`config.mk`:
```
export PLATFORM = sky130hd
export DESIGN_NAME = somador_serial_flat
export DESIGN_NICKNAME = d
export VERILOG_FILES = /design/src/rtl/somador_serial_if.sv /design/src/rtl/somador_serial.sv /design/src/flat_wrapper.sv
export SDC_FILE = /design/constraint.sdc
export NUM_CORES = 1
export LEC_CHECK = 0
export CAP_MARGIN = 20
export CORE_MARGIN = 4
export CORE_UTILIZATION = 45
export DETAILED_ROUTE_END_ITERATION = 12
export GPL_TIMING_DRIVEN = 0
export MAX_ROUTING_LAYER = met4
export PLACE_DENSITY = 0.76
export SLEW_MARGIN = 20
export SYNTH_ARGS = -nofsm -noshare
export SYNTH_HDL_FRONTEND = slang
export SYNTH_SLANG_ARGS = --single-unit
```
`constraint.sdc`:
```
create_clock -name clk -period 3.5 [get_ports clk]
set_input_delay 0.7 -clock clk [delete_from_list [all_inputs] [get_ports clk]]
set_output_delay 0.7 -clock clk [all_outputs]
set_load 0.01 [all_outputs]
```
`src/rtl/somador_serial_if.sv`:
```
// -----------------------------------------------------------------------------
// somador_serial_if
//   Handshake and data bundle for the serial adder somador_serial.
//   Input side : in_valid/in_ready handshake carrying operands a, b and cin.
//   Output side: out_valid/out_ready handshake carrying sum and cout.
//   busy is a status flag (high while an operation is in flight).
//   When SOMADOR_SERIAL_OVF_EN is defined, a signed-overflow flag ovf is
//   carried alongside cout.
//   Modports:
//     master - the producer/consumer around the adder (testbench, host logic)
//     slave  - the adder itself
// -----------------------------------------------------------------------------
interface somador_serial_if #(
    parameter int WIDTH = 8
);
    logic             in_valid;
    logic             in_ready;
    logic [WIDTH-1:0] a;
    logic [WIDTH-1:0] b;
    logic             cin;
    logic             out_valid;
    logic             out_ready;
    logic [WIDTH-1:0] sum;
    logic             cout;
    logic             busy;

`ifdef SOMADOR_SERIAL_OVF_EN
    logic             ovf;

    modport master (
        output in_valid, a, b, cin, out_ready,
        input  in_ready, out_valid, sum, cout, busy, ovf
    );

    modport slave (
        input  in_valid, a, b, cin, out_ready,
        output in_ready, out_valid, sum, cout, busy, ovf
    );
`else
    modport master (
        output in_valid, a, b, cin, out_ready,
        input  in_ready, out_valid, sum, cout, busy
    );

    modport slave (
        input  in_valid, a, b, cin, out_ready,
        output in_ready, out_valid, sum, cout, busy
    );
`endif

endinterface

```
`src/rtl/somador_serial.sv`:
```
// -----------------------------------------------------------------------------
// somador_serial
//   Multi-cycle ripple-carry adder: computes a + b + cin (modulo 2^WIDTH) plus
//   carry-out, DIGIT bits per clock, through a registered carry chain.
//
// Parameters
//   WIDTH - operand/sum width in bits (>= 2)
//   DIGIT - bits added per cycle; WIDTH must be a multiple of DIGIT
//
// Ports
//   clk  - clock, rising edge
//   rst  - asynchronous, active-high reset
//   bus  - somador_serial_if.slave:
//            in_valid/in_ready, a, b, cin   operand handshake (ready only idle)
//            out_valid/out_ready, sum, cout result handshake (held until taken)
//            busy                           high while computing or holding
//            ovf                            signed overflow (optional, below)
//
// Configuration
//   SOMADOR_SERIAL_OVF_EN - when defined, bus.ovf reports signed overflow
//   (carry into the MSB XOR carry out), registered together with cout.
//
// Timing
//   Operands are latched on the accept edge. WIDTH/DIGIT CALC cycles follow,
//   one digit each, then one more edge moves the result into DONE, so
//   out_valid rises WIDTH/DIGIT+1 cycles after the accept edge.
// -----------------------------------------------------------------------------
module somador_serial #(
    parameter int WIDTH = 8,
    parameter int DIGIT = 1
) (
    input  logic             clk,
    input  logic             rst,
    somador_serial_if.slave  bus
);

    generate
        if (WIDTH < 2 || DIGIT < 1 || (WIDTH % DIGIT) != 0) begin : g_param_err
            $error("somador_serial: WIDTH must be >= 2 and a multiple of DIGIT");
        end
    endgenerate

    localparam int NDIG = WIDTH / DIGIT;
    localparam int CW   = $clog2(NDIG + 1);
    localparam logic [CW-1:0] NDIG_C = CW'(NDIG);

    typedef enum logic [1:0] {
        IDLE = 2'd0,
        CALC = 2'd1,
        DONE = 2'd2
    } state_t;

    // One digit of the ripple chain: DIGIT-bit operands plus carry, result
    // one bit wider so the top bit is the outgoing carry.
    function automatic logic [DIGIT:0] digit_add(
        input logic [DIGIT-1:0] x,
        input logic [DIGIT-1:0] y,
        input logic             c
    );
        return {1'b0, x} + {1'b0, y} + {{DIGIT{1'b0}}, c};
    endfunction

    state_t           state_q, state_d;
    logic [WIDTH-1:0] a_q, a_d;
    logic [WIDTH-1:0] b_q, b_d;
    logic [WIDTH-1:0] sum_q, sum_d;
    logic             carry_q, carry_d;
    logic             cout_q, cout_d;
    logic [CW-1:0]    count_q, count_d;
`ifdef SOMADOR_SERIAL_OVF_EN
    logic             cmsb_q, cmsb_d;
    logic             ovf_q, ovf_d;
`endif

    logic [DIGIT:0]         dsum;
    logic [WIDTH+DIGIT-1:0] sum_cat;

    always_comb begin
        state_d = state_q;
        a_d     = a_q;
        b_d     = b_q;
        sum_d   = sum_q;
        carry_d = carry_q;
        cout_d  = cout_q;
        count_d = count_q;
`ifdef SOMADOR_SERIAL_OVF_EN
        cmsb_d  = cmsb_q;
        ovf_d   = ovf_q;
`endif
        dsum    = '0;
        sum_cat = '0;

        unique case (state_q)
            IDLE: begin
                // in_ready is high throughout IDLE, so in_valid alone accepts.
                if (bus.in_valid) begin
                    state_d = CALC;
                    a_d     = bus.a;
                    b_d     = bus.b;
                    carry_d = bus.cin;
                    count_d = '0;
                end
            end

            CALC: begin
                if (count_q == NDIG_C) begin
                    // All digits done: publish the final carry with the sum.
                    state_d = DONE;
                    cout_d  = carry_q;
`ifdef SOMADOR_SERIAL_OVF_EN
                    ovf_d   = cmsb_q ^ carry_q;
`endif
                end else begin
                    // Operands shift right so the active digit is always at
                    // bit 0; result digits enter the sum from the top, so
                    // after NDIG digits every bit sits in its final place.
                    dsum    = digit_add(a_q[DIGIT-1:0], b_q[DIGIT-1:0], carry_q);
                    sum_cat = {dsum[DIGIT-1:0], sum_q};
                    sum_d   = sum_cat[WIDTH+DIGIT-1:DIGIT];
                    a_d     = a_q >> DIGIT;
                    b_d     = b_q >> DIGIT;
                    carry_d = dsum[DIGIT];
                    count_d = count_q + CW'(1);
`ifdef SOMADOR_SERIAL_OVF_EN
                    // Carry into the digit's top bit; the value left after
                    // the last digit is the carry into bit WIDTH-1.
                    cmsb_d  = a_q[DIGIT-1] ^ b_q[DIGIT-1] ^ dsum[DIGIT-1];
`endif
                end
            end

            DONE: begin
                if (bus.out_ready) begin
                    state_d = IDLE;
                end
            end

            default: begin
                state_d = IDLE;
            end
        endcase
    end

    always_ff @(posedge clk or posedge rst) begin
        if (rst) begin
            state_q <= IDLE;
            a_q     <= '0;
            b_q     <= '0;
            sum_q   <= '0;
            carry_q <= 1'b0;
            cout_q  <= 1'b0;
            count_q <= '0;
`ifdef SOMADOR_SERIAL_OVF_EN
            cmsb_q  <= 1'b0;
            ovf_q   <= 1'b0;
`endif
        end else begin
            state_q <= state_d;
            a_q     <= a_d;
            b_q     <= b_d;
            sum_q   <= sum_d;
            carry_q <= carry_d;
            cout_q  <= cout_d;
            count_q <= count_d;
`ifdef SOMADOR_SERIAL_OVF_EN
            cmsb_q  <= cmsb_d;
            ovf_q   <= ovf_d;
`endif
        end
    end

    assign bus.in_ready  = (state_q == IDLE);
    assign bus.out_valid = (state_q == DONE);
    assign bus.busy      = (state_q != IDLE);
    assign bus.sum       = sum_q;
    assign bus.cout      = cout_q;
`ifdef SOMADOR_SERIAL_OVF_EN
    assign bus.ovf       = ovf_q;
`endif

endmodule
```
`src/flat_wrapper.sv`:
```
// flat-port wrapper written by rule: the top's interface ports become plain ports
module somador_serial_flat 
#(
    parameter int WIDTH = 8,
    parameter int DIGIT = 1
)
  (clk, rst, bus_in_valid, bus_a, bus_b, bus_cin, bus_out_ready, bus_in_ready, bus_out_valid, bus_sum, bus_cout, bus_busy);
  somador_serial_if #(.WIDTH(WIDTH)) bus_i ();
  input  logic clk;
  input  logic rst;
  input wire logic [$bits(bus_i.in_valid)-1:0] bus_in_valid;
  input wire logic [$bits(bus_i.a)-1:0] bus_a;
  input wire logic [$bits(bus_i.b)-1:0] bus_b;
  input wire logic [$bits(bus_i.cin)-1:0] bus_cin;
  input wire logic [$bits(bus_i.out_ready)-1:0] bus_out_ready;
  output wire logic [$bits(bus_i.in_ready)-1:0] bus_in_ready;
  output wire logic [$bits(bus_i.out_valid)-1:0] bus_out_valid;
  output wire logic [$bits(bus_i.sum)-1:0] bus_sum;
  output wire logic [$bits(bus_i.cout)-1:0] bus_cout;
  output wire logic [$bits(bus_i.busy)-1:0] bus_busy;
  assign bus_i.in_valid = bus_in_valid;
  assign bus_i.a = bus_a;
  assign bus_i.b = bus_b;
  assign bus_i.cin = bus_cin;
  assign bus_i.out_ready = bus_out_ready;
  assign bus_in_ready = bus_i.in_ready;
  assign bus_out_valid = bus_i.out_valid;
  assign bus_sum = bus_i.sum;
  assign bus_cout = bus_i.cout;
  assign bus_busy = bus_i.busy;
  somador_serial #(.WIDTH(WIDTH), .DIGIT(DIGIT)) u_core (.clk(clk), .rst(rst), .bus(bus_i));
endmodule
```
==> summary.txt, run 1 <==
Yosys
  • Unique masters post-synth: 28
  • Post-synthesis cell count: 108
  • Sequential-to-total area share from yosys stat: 0.500
  • Fraction of synthesis flops using an asynchronous set or reset pin: 1.00
  • Area of the mapped netlist: 1600 um2
  • FF+latch count, synth: 32
  • Synthesis Warnings: 0
  • Top flip-flop cell by instance count after synthesis: sky130_fd_sc_hd__dfrtp_1
  • Number of synthesized flops with an enable pin: 0
  • Post-synthesis area per instance: 14.8 um2
  • Number of nets in the synthesized netlist: 132

Placed design
  • Routability congestion estimate from global placement: 0.782
  • Placed Cells incl. Taps: 186
  • Cell area after placement: 1980 um2
  • Post-DP HPWL: 2140 um
  • IO Port Bufs: 32
  • Post-place setup slack: 1.24 ns

Global routing
  • GR Util All Layers: 0.151
  • Antenna violations before repair: 0
  • Wire length of the first global-routing pass: 4890 um
  • Maximum number of pins on one net before global-route repair: 33
  • Grt total ovfl: 0
  • Number of global-route vias before repair: 1075

Min path
  • Type of the tightest min-delay check: flop to flop
  • Hold Path Depth: 1

Die
  • Die Y: 67.7 um
  • Die area: 4580 um2
  • X dimension of the die: 67.7 um
  • Area of the core: 3390 um2
  • Core Rows: 21
  • Initial Utilization: 0.472
  • Ports: 33

Timing
  • Post-layout minimum cycle time: 2.26 ns
  • Final Setup Violations: 0
  • Upper clock frequency limit: 442 MHz
  • Final worst setup slack: 1.24 ns
  • Unrepaired setup endpoints after global routing: false
  • Pin slew with the least headroom to its limit: 0.648 ns
  • Share of the cycle needed by the critical path after routing: 0.646
  • Final hold vios: 0
  • Max-Slew Margin vs Limit: 0.567
  • Maximum clock skew at final layout: 0.00503 ns
  • Pins Over Slew Limit: 0
  • Sum of negative setup slack: 0 ns

Clocking
  • Number of cells upsized or downsized after cts: 0
  • Clk buf depth: 2
  • CTS tree: yes
  • Worst skew pair latency: 0.33 ns
  • Post-CTS Repair Setup Buffers: 0
  • Clock Sink Count: 32
  • Clock-pin slew reported for the worst setup and hold paths after clock tree synthesis: 0.10 ns
  • Root buffer cell: sky130_fd_sc_hd__clkbuf_4
  • Hold Buf Count CTS: 0
  • Cts bufs inserted: 5
  • H-tree level count: 2

Status
  • Status: finished, final reports clean

Final layout
  • Non-filler instance count after layout: 194
  • P&R area growth vs syn: 28.6%
  • Final net count: 171
  • Share of layout cells above drive strength 1: 0.385
  • N_diodes: 0
  • Final design area excluding fillers: 2060 um2

Route
  • DRC: 0
  • Starting DRC count in detailed routing: 33
  • Top layer reached by signal wires: met4
  • Drt first pass iters: 4
  • Via count: 960
  • Number of vias per cell: 4.95
  • DR WL/cell: 14.5 um
  • WL met3: 169 um
  • Amount of wire on met2 after detailed routing: 1420 um
  • Post-detailed-route count of antenna-violating nets: 0
  • WL met1: 1200 um
  • Wire length reported by the detailed router: 2810 um

Job
  • Max-Cap Viols: 0

Worst setup path
  • Kind of critical path: flop to output port
  • Worst endpoint required time: 2.80 ns
  • CP arrival: 1.56 ns
  • CP max FO: 7
  • Register-to-Register Path Depth: 7
  • Critical path capture point type: output port
  • Setup crit start kind: flop

Pwr
  • Max IR drop VDD: 0.394 mV
  • Cell Pwr Density: 926 nW/um2
  • Standby leakage power: 0.949 nW
layout make-up:
cell class	count	area, um2
Tap cell	46	57.6
Fill cell	284	1330
Sequential cell	32	801
Inverter	7	38.8
Clock inverter	3	42.5
Buffer	4	51.3
Clock buffer	5	37.5
Timing Repair Buffer	32	320
Multi-Input combinational cell	65	711
state kept, by name (all words and copies together), names as in the netlist:
register / cells
u_core.a_q: 8
u_core.b_q: 8
u_core.bus.cout: 1
u_core.bus.sum: 8
u_core.carry_q: 1
u_core.count_q: 4
u_core.state_q: 2
per-layer routing:
layer / up-vias / global-route usage
li1: 460 / -
met1: 466 / 0.172
met2: 31 / 0.250
met3: 3 / 0.0532
met4: 0 / 0.0380
met5: - / -
power by group:
group	switching (W)	leakage (nW)	internal, W
clock	0.000131	0.0412	0.000149
combinational	0.000348	0.513	0.000622
sequential	0.000116	0.394	0.000542
total	0.000595	0.949	0.00131
logic make-up (layout without fill, tap and decap cells):
| kind of cell | Yosys count | in the layout | share of synthesized area |
|---|---|---|---|
| multiplexers | 40 | 40 | 0.316 |
| flip-flops | 32 | 32 | 0.500 |
| AND/OR/NAND/NOR | 13 | 13 | 0.0500 |
| buffers and inverters | 11 | 51 | 0.0562 |
| AO/OA/AOI/OAI | 8 | 8 | 0.0445 |
| adder cells (fa/ha/maj) | 3 | 3 | 0.0281 |
| XOR/XNOR | 1 | 1 | 0.00547 |
synth_stat cells, types with 2 or more instances:
cell | count | share of area
sky130_fd_sc_hd__inv_1 | 6 | 0.014
sky130_fd_sc_hd__nand3b_1 | 2 | 0.0094
sky130_fd_sc_hd__nand3_1 | 2 | 0.0063
sky130_fd_sc_hd__nor2_1 | 3 | 0.0070
sky130_fd_sc_hd__mux2_4 | 15 | 0.14
sky130_fd_sc_hd__mux2_2 | 24 | 0.17
sky130_fd_sc_hd__a22o_2 | 2 | 0.013
sky130_fd_sc_hd__dfrtp_1 | 32 | 0.50
sky130_fd_sc_hd__ha_1 | 2 | 0.016
sky130_fd_sc_hd__nand2b_1 | 2 | 0.0078
critical path, cell delays in order, from the launching register on:
cell	delay (ns)
sky130_fd_sc_hd__dfrtp_1	0.46
sky130_fd_sc_hd__and2b_1	0.24
sky130_fd_sc_hd__clkdlybuf4s50_1	0.54
cell usage in the layout (no fill, tap or decap), types with 2 or more instances in the layout:
cell and n:
sky130_fd_sc_hd__mux2_4 15, sky130_fd_sc_hd__nand3b_1 2, sky130_fd_sc_hd__nor2_1 3, sky130_fd_sc_hd__mux2_2 24, sky130_fd_sc_hd__clkbuf_4 5, sky130_fd_sc_hd__a22o_2 2
sky130_fd_sc_hd__ha_1 2, sky130_fd_sc_hd__nand3_1 2, sky130_fd_sc_hd__dfrtp_1 32, sky130_fd_sc_hd__clkdlybuf4s50_1 32, sky130_fd_sc_hd__inv_1 5, sky130_fd_sc_hd__nand2b_1 2
path summary, 6_finish.rpt:
kind	start	end	slack, ns
max	u_core.state_q[0]$_DFFE_PP0P_	bus_out_valid	1.24
min	u_core.b_q[5]$_DFFE_PP0P_	u_core.b_q[5]$_DFFE_PP0P_	0.52
max reg2reg	u_core.count_q[0]$_DFFE_PP0P_	u_core.a_q[6]$_DFFE_PP0P_	1.61
min reg2reg	u_core.b_q[5]$_DFFE_PP0P_	u_core.b_q[5]$_DFFE_PP0P_	0.52
max in group asynchronous	rst	u_core.count_q[3]$_DFFE_PP0P_	2.30
min in group asynchronous	rst	u_core.b_q[1]$_DFFE_PP0P_	0.78
through the flow:
stage | utilization | hold slack, ns | total power (W)
2_1_floorplan | - | 0.467 | 0.00137
3_3_place_gp | 0.584 | 0.487 | 0.00160
3_5_place_dp | 0.584 | 0.496 | 0.00165
4_1_cts | 0.608 | 0.519 | 0.00193
5_1_grt | 0.608 | 0.543 | 0.00204
6_report | 0.608 | 0.516 | 0.00191
(Power assumes the default switching activity.)
==> run 2: changes to the inputs <==
==> constraint.sdc (replaced) <==
create_clock -name clk -period 2.1 [get_ports clk]
set_input_delay 0.42 -clock clk [delete_from_list [all_inputs] [get_ports clk]]
set_output_delay 0.42 -clock clk [all_outputs]
set_load 0.01 [all_outputs]
==> results of run 2 <==
The final DEF is identical to that of run 1. Status: finished, final reports clean.
Main changes from that run: setup slack after placement 1.24 ns -> 0.115 ns; setup slack after layout 1.24 ns -> 0.119 ns; hold slack 0.516 ns -> 0.497 ns; register-to-register setup slack 1.61 ns -> 0.21 ns; total power 0.00191 W -> 0.00318 W; worst IR drop on VDD 0.394 mV -> 0.657 mV
==> RTL change 1, RTL diff (config.mk and constraints of run 2) <==
Make the reset (`rst`) synchronous in one clocked block. Comments in the files are not updated.
--- a/src/rtl/somador_serial.sv
+++ b/src/rtl/somador_serial.sv
@@ -141,7 +141,7 @@
         endcase
     end
 
-    always_ff @(posedge clk or posedge rst) begin
+    always_ff @(posedge clk) begin
         if (rst) begin
             state_q <= IDLE;
             a_q     <= '0;
Behaviour: differs if rst is asserted again (counterexample within 4 cycles, from zero or initial values and one cycle with rst high); with rst held inactive, the same outputs for 10 cycles.
==> RTL change 1 against run 2 <==
- routed wire length up 31%
- sequential cell count did not move
- final area is 0.55% higher
- setup slack gained 0.0038 ns
- critical path depth rose by 1
- global-route usage grew 2.7 points
- area after synthesis is 1.7% higher
- non-clock buffer count rose by 12
- first-iteration DRC count rose to 5.0 times the old value
Power is not compared: it rests on default switching activity, and its combinational part moved more than twofold at a synthesized area within 25%.
==> RTL change 1: results (changes against run 2) <==
stage,metric,value,unit,change
setup_path,Worst Setup SP,u_core.state_q[0],,
cells_and_area,# fillers,309,,+8.8%
cells_and_area,Data buffer area share,0.2211,,+0.04071
setup_path,RR Startpoint,u_core.count_q[0],,
yosys,number of library cell types mapped by synthesis,34,,+21%
drt,Total Wirelength,3683,um,+31%
sta,Clock Skews,0.01124,ns,+0.006213 ns
cells_and_area,layout cell share with drive strength beyond 1,0.2074,,-0.1778
status,status,"finished, final reports clean",,
placed_design,Inst Count DP,255,,+37%
yosys,Post-synth ARST share,0,,-1.000
cells_and_area,area of the multi-input gates,842.1,um2,+18%
yosys,Mapped Nets,201,,+52%
cells_and_area,post-layout util,0.6062,,-0.001377
yosys,cell count after synthesis,177,,+64%
yosys,Synth area leaders,"dfxtp_1, a311oi_2, nand2_1",,
drt,Wirelength per Cell,14.00,um,-3.4%
global_routing,largest net degree at the start of global routing,11,,-67%
global_routing,Overall Global Routing Usage,0.1772,,+0.02670
sta,clock period minus worst slack,1.977,ns,-0.003802 ns
hold_path,Hold WC Path Type,reg2reg,,
placed_design,DP Area,2007,um2,+1.4%
sta,Slew @ Worst Pin,0.6342,ns,-0.01417 ns
drt,Iteration-0 DRC Markers,165,,+400%
setup_path,max incr delay on CP,0.48,ns,-0.06 ns
cells_and_area,non-clock buffer count,48,,+33%
placed_design,DP Worst Slack,0.3249,ns,+0.2096 ns
cells_and_area,CLK BUF,6,,+1
cells_and_area,Seq. cell area,640.6,um2,-20%
cells_and_area,Signal inverters,3,,-4
drt,Vias/cell,5.570,,+13%
setup_path,worst r2r dst,u_core.b_q[3],,
-- RTL change 1: cell count changes after synthesis, moves of 10 or more --
cell      before  now
a311oi_2       0   10
dfrtp_1       32    0
dfxtp_1        0   32
a21oi_1        0   23
mux2_4        15    0
o21ai_0        1   14
mux2_2        24    0
nand2_1        0   32
-- RTL change 1: cell families (layout without fill, tap and decap cells) --
| group | Yosys count | count (layout) | synth area share |
|---|---|---|---|
| adder cells (fa/ha/maj) | 3 | 3 | 0.02765 |
| AND/OR/NAND/NOR | 60 | 60 | 0.1928 |
| buffers and inverters | 19 | 59 | 0.08986 |
| flip-flops | 32 | 32 | 0.3932 |
| AO/OA/AOI/OAI | 63 | 63 | 0.2965 |
-- RTL change 1: routing by layer --
metal	global-route usage	up-vias	wire (um)
li1	-	717	-
met1	0.2121	683	1628
met2	0.2864	55	1748
met3	0.03941	10	242
met4	0.07444	0	64
met5	-	-	0
==> RTL change 2, RTL diff (config.mk and constraints of run 2) <==
Made on the original files. `WIDTH` is set to 8 in 3 places; all go to 32.
--- a/src/rtl/somador_serial_if.sv
+++ b/src/rtl/somador_serial_if.sv
@@ -11,7 +11,7 @@
 //     slave  - the adder itself
 // -----------------------------------------------------------------------------
 interface somador_serial_if #(
-    parameter int WIDTH = 8
+    parameter int WIDTH = 32
 );
     logic             in_valid;
     logic             in_ready;
--- a/src/rtl/somador_serial.sv
+++ b/src/rtl/somador_serial.sv
@@ -26,7 +26,7 @@
 //   out_valid rises WIDTH/DIGIT+1 cycles after the accept edge.
 // -----------------------------------------------------------------------------
 module somador_serial #(
-    parameter int WIDTH = 8,
+    parameter int WIDTH = 32,
     parameter int DIGIT = 1
 ) (
     input  logic             clk,
--- a/src/flat_wrapper.sv
+++ b/src/flat_wrapper.sv
@@ -1,7 +1,7 @@
 // flat-port wrapper written by rule: the top's interface ports become plain ports
 module somador_serial_flat 
 #(
-    parameter int WIDTH = 8,
+    parameter int WIDTH = 32,
     parameter int DIGIT = 1
 )
   (clk, rst, bus_in_valid, bus_a, bus_b, bus_cin, bus_out_ready, bus_in_ready, bus_out_valid, bus_sum, bus_cout, bus_busy);
Interface: changed (resized bus_a, bus_b and bus_sum); port bits go from 33 to 105. The function was not compared with the original's and may differ.
==> RTL change 2 against run 2 <==
- sequential cell count up 74
- total power rose to 3.1 times the old value
- clock skew up 0.0084 ns
- final area rose to 3.2 times the old value
- largest cell class unchanged
- setup slack worse by 0.031 ns
- critical path depth up 4
- largest power group unchanged
- global-route usage up 1.3 points
- routed wire length rose to 3.5 times the old value
- non-clock buffer count up 91
- register-to-register slack worse by 0.12 ns
- clock power rose to 2.9 times the old value
- area after synthesis rose to 3.1 times the old value
- sequential power rose to 3.3 times the old value
- worst hold slack worse by 0.071 ns
==> RTL change 2: results (changes against run 2) <==
stage,metric,value,unit,change
drt,Met3 Wirelength,389,um,+130%
drt,Total Wirelength,9847,um,+250%
cts,H-tree depth,3,,+1
cts,"Clk Latency, worst-skew pair",0.37,ns,+0.04 ns
cells_and_area,sequential cell area share,0.4061,,+0.01723
sta,Clock Skews,0.01347,ns,+0.008444 ns
cts,CTS Root Cell,clkbuf_8,,
yosys,most frequent cells after synthesis,"mux2_2, dfrtp_1, mux2_4",,
global_routing,first-pass GRT wire length,16490,um,+240%
setup_path,Worst Setup EP,u_core.bus.sum[21],,
placed_design,IO buf count,104,,+230%
cts,Inserted Clock Buffers,9,,+4
cells_and_area,Multi-input comb cells,202,,+210%
setup_path,"Max FO, Critical Path",10,,+3
placed_design,Inst Count DP,582,,+210%
global_routing,largest net degree at the start of global routing,34,,+3.0%
global_routing,GRT met3 Usage,0.02918,,-0.02407
yosys,Synth area leaders,"dfrtp_1, mux2_2, mux2_4",,
power_and_ir_drop,Worst IR Drop VDD,0.7316,mV,+11%
setup_path,Slowest cell on crit path,dfrtp_1,,
setup_path,max incr delay on CP,0.45,ns,-0.09 ns
cells_and_area,# fillers,894,,+210%
setup_path,Worst Setup SP,u_core.count_q[0],,
placed_design,DP Area,6295,um2,+220%
global_routing,vias in the first global route,3350,,+210%
placed_design,post-DP HPWL,7382,um,+240%
drt,Vias/cell,5.042,,+1.9%
cells_and_area,Final #Nets,525,,+210%
power_and_ir_drop,leakage,2.941,nW,+210%
placed_design,Placer Congestion,0.7395,,-5.4%
yosys,cell count after synthesis,335,,+210%
cells_and_area,fraction of area in multi-input gates,0.3396,,-0.005488
power_and_ir_drop,power density over the cells,1519,nW/um2,-1.6%
global_routing,global-route track usage on met1,0.2072,,+0.03479
drt,met1 WL,4377,um,+260%
drt,Wirelength per Cell,16.47,um,+14%
drt,WL met2,4912,um,+250%
cells_and_area,layout cell share with drive strength beyond 1,0.4345,,+0.04936
yosys,number of library cell types mapped by synthesis,35,,+25%
cells_and_area,Seq cells,106,,+230%
status,status,"finished, final reports clean",,
[RTL change 2: changes by cell type after synthesis, sizes merged, moves of 2 or more]
cell / delta
mux2: +120
dfrtp: +74
buf: +13
nand2: +9
clkbuf: +3
o21ai: +3
a22o: -2
nand3b: -2
nor2: -2
nor2b: +2
nor3: +2
o21bai: +2
[RTL change 2: logic make-up (layout without fill, tap and decap cells)]
group	Yosys count	count (layout)	synth area share
flip-flops	106	106	0.5289
XOR/XNOR	1	1	0.001747
adder cells (fa/ha/maj)	3	3	0.008981
AND/OR/NAND/NOR	25	25	0.03069
AO/OA/AOI/OAI	12	12	0.01746
multiplexers	161	161	0.3805
buffers and inverters	27	150	0.03169
[RTL change 2: power breakdown]
part | total (mW) | switching, mW | internal, mW | leakage, nW
sequential | 3.66 | 0.617 | 3.04 | 1.31
combinational | 4.91 | 1.71 | 3.19 | 1.52
clock | 1.36 | 0.744 | 0.616 | 0.113
total | 9.92 | 3.07 | 6.85 | 2.94
[RTL change 2: worst min path at each step]
| stage | startpoint | end | slack [ns] | cells after the start |
|---|---|---|---|---|
| floorplan | u_core.b_q[26] | u_core.b_q[26] | 0.47 | 1 |
| global placement | u_core.bus.sum[0] | u_core.bus.sum[0] | 0.48 | 1 |
| detailed placement | u_core.b_q[23] | u_core.b_q[23] | 0.49 | 1 |
| CTS | rst | u_core.b_q[26] | 0.42 | 2 |
| global route | rst | u_core.a_q[3] | 0.45 | 2 |
| finish | rst | u_core.b_q[26] | 0.43 | 2 |
[RTL change 2: repair_timing]
action | in CTS | in global routing
hold buffers | 0 | 0
endpoints found under the setup margin | 29 | 35
resized for setup | 4 | 5
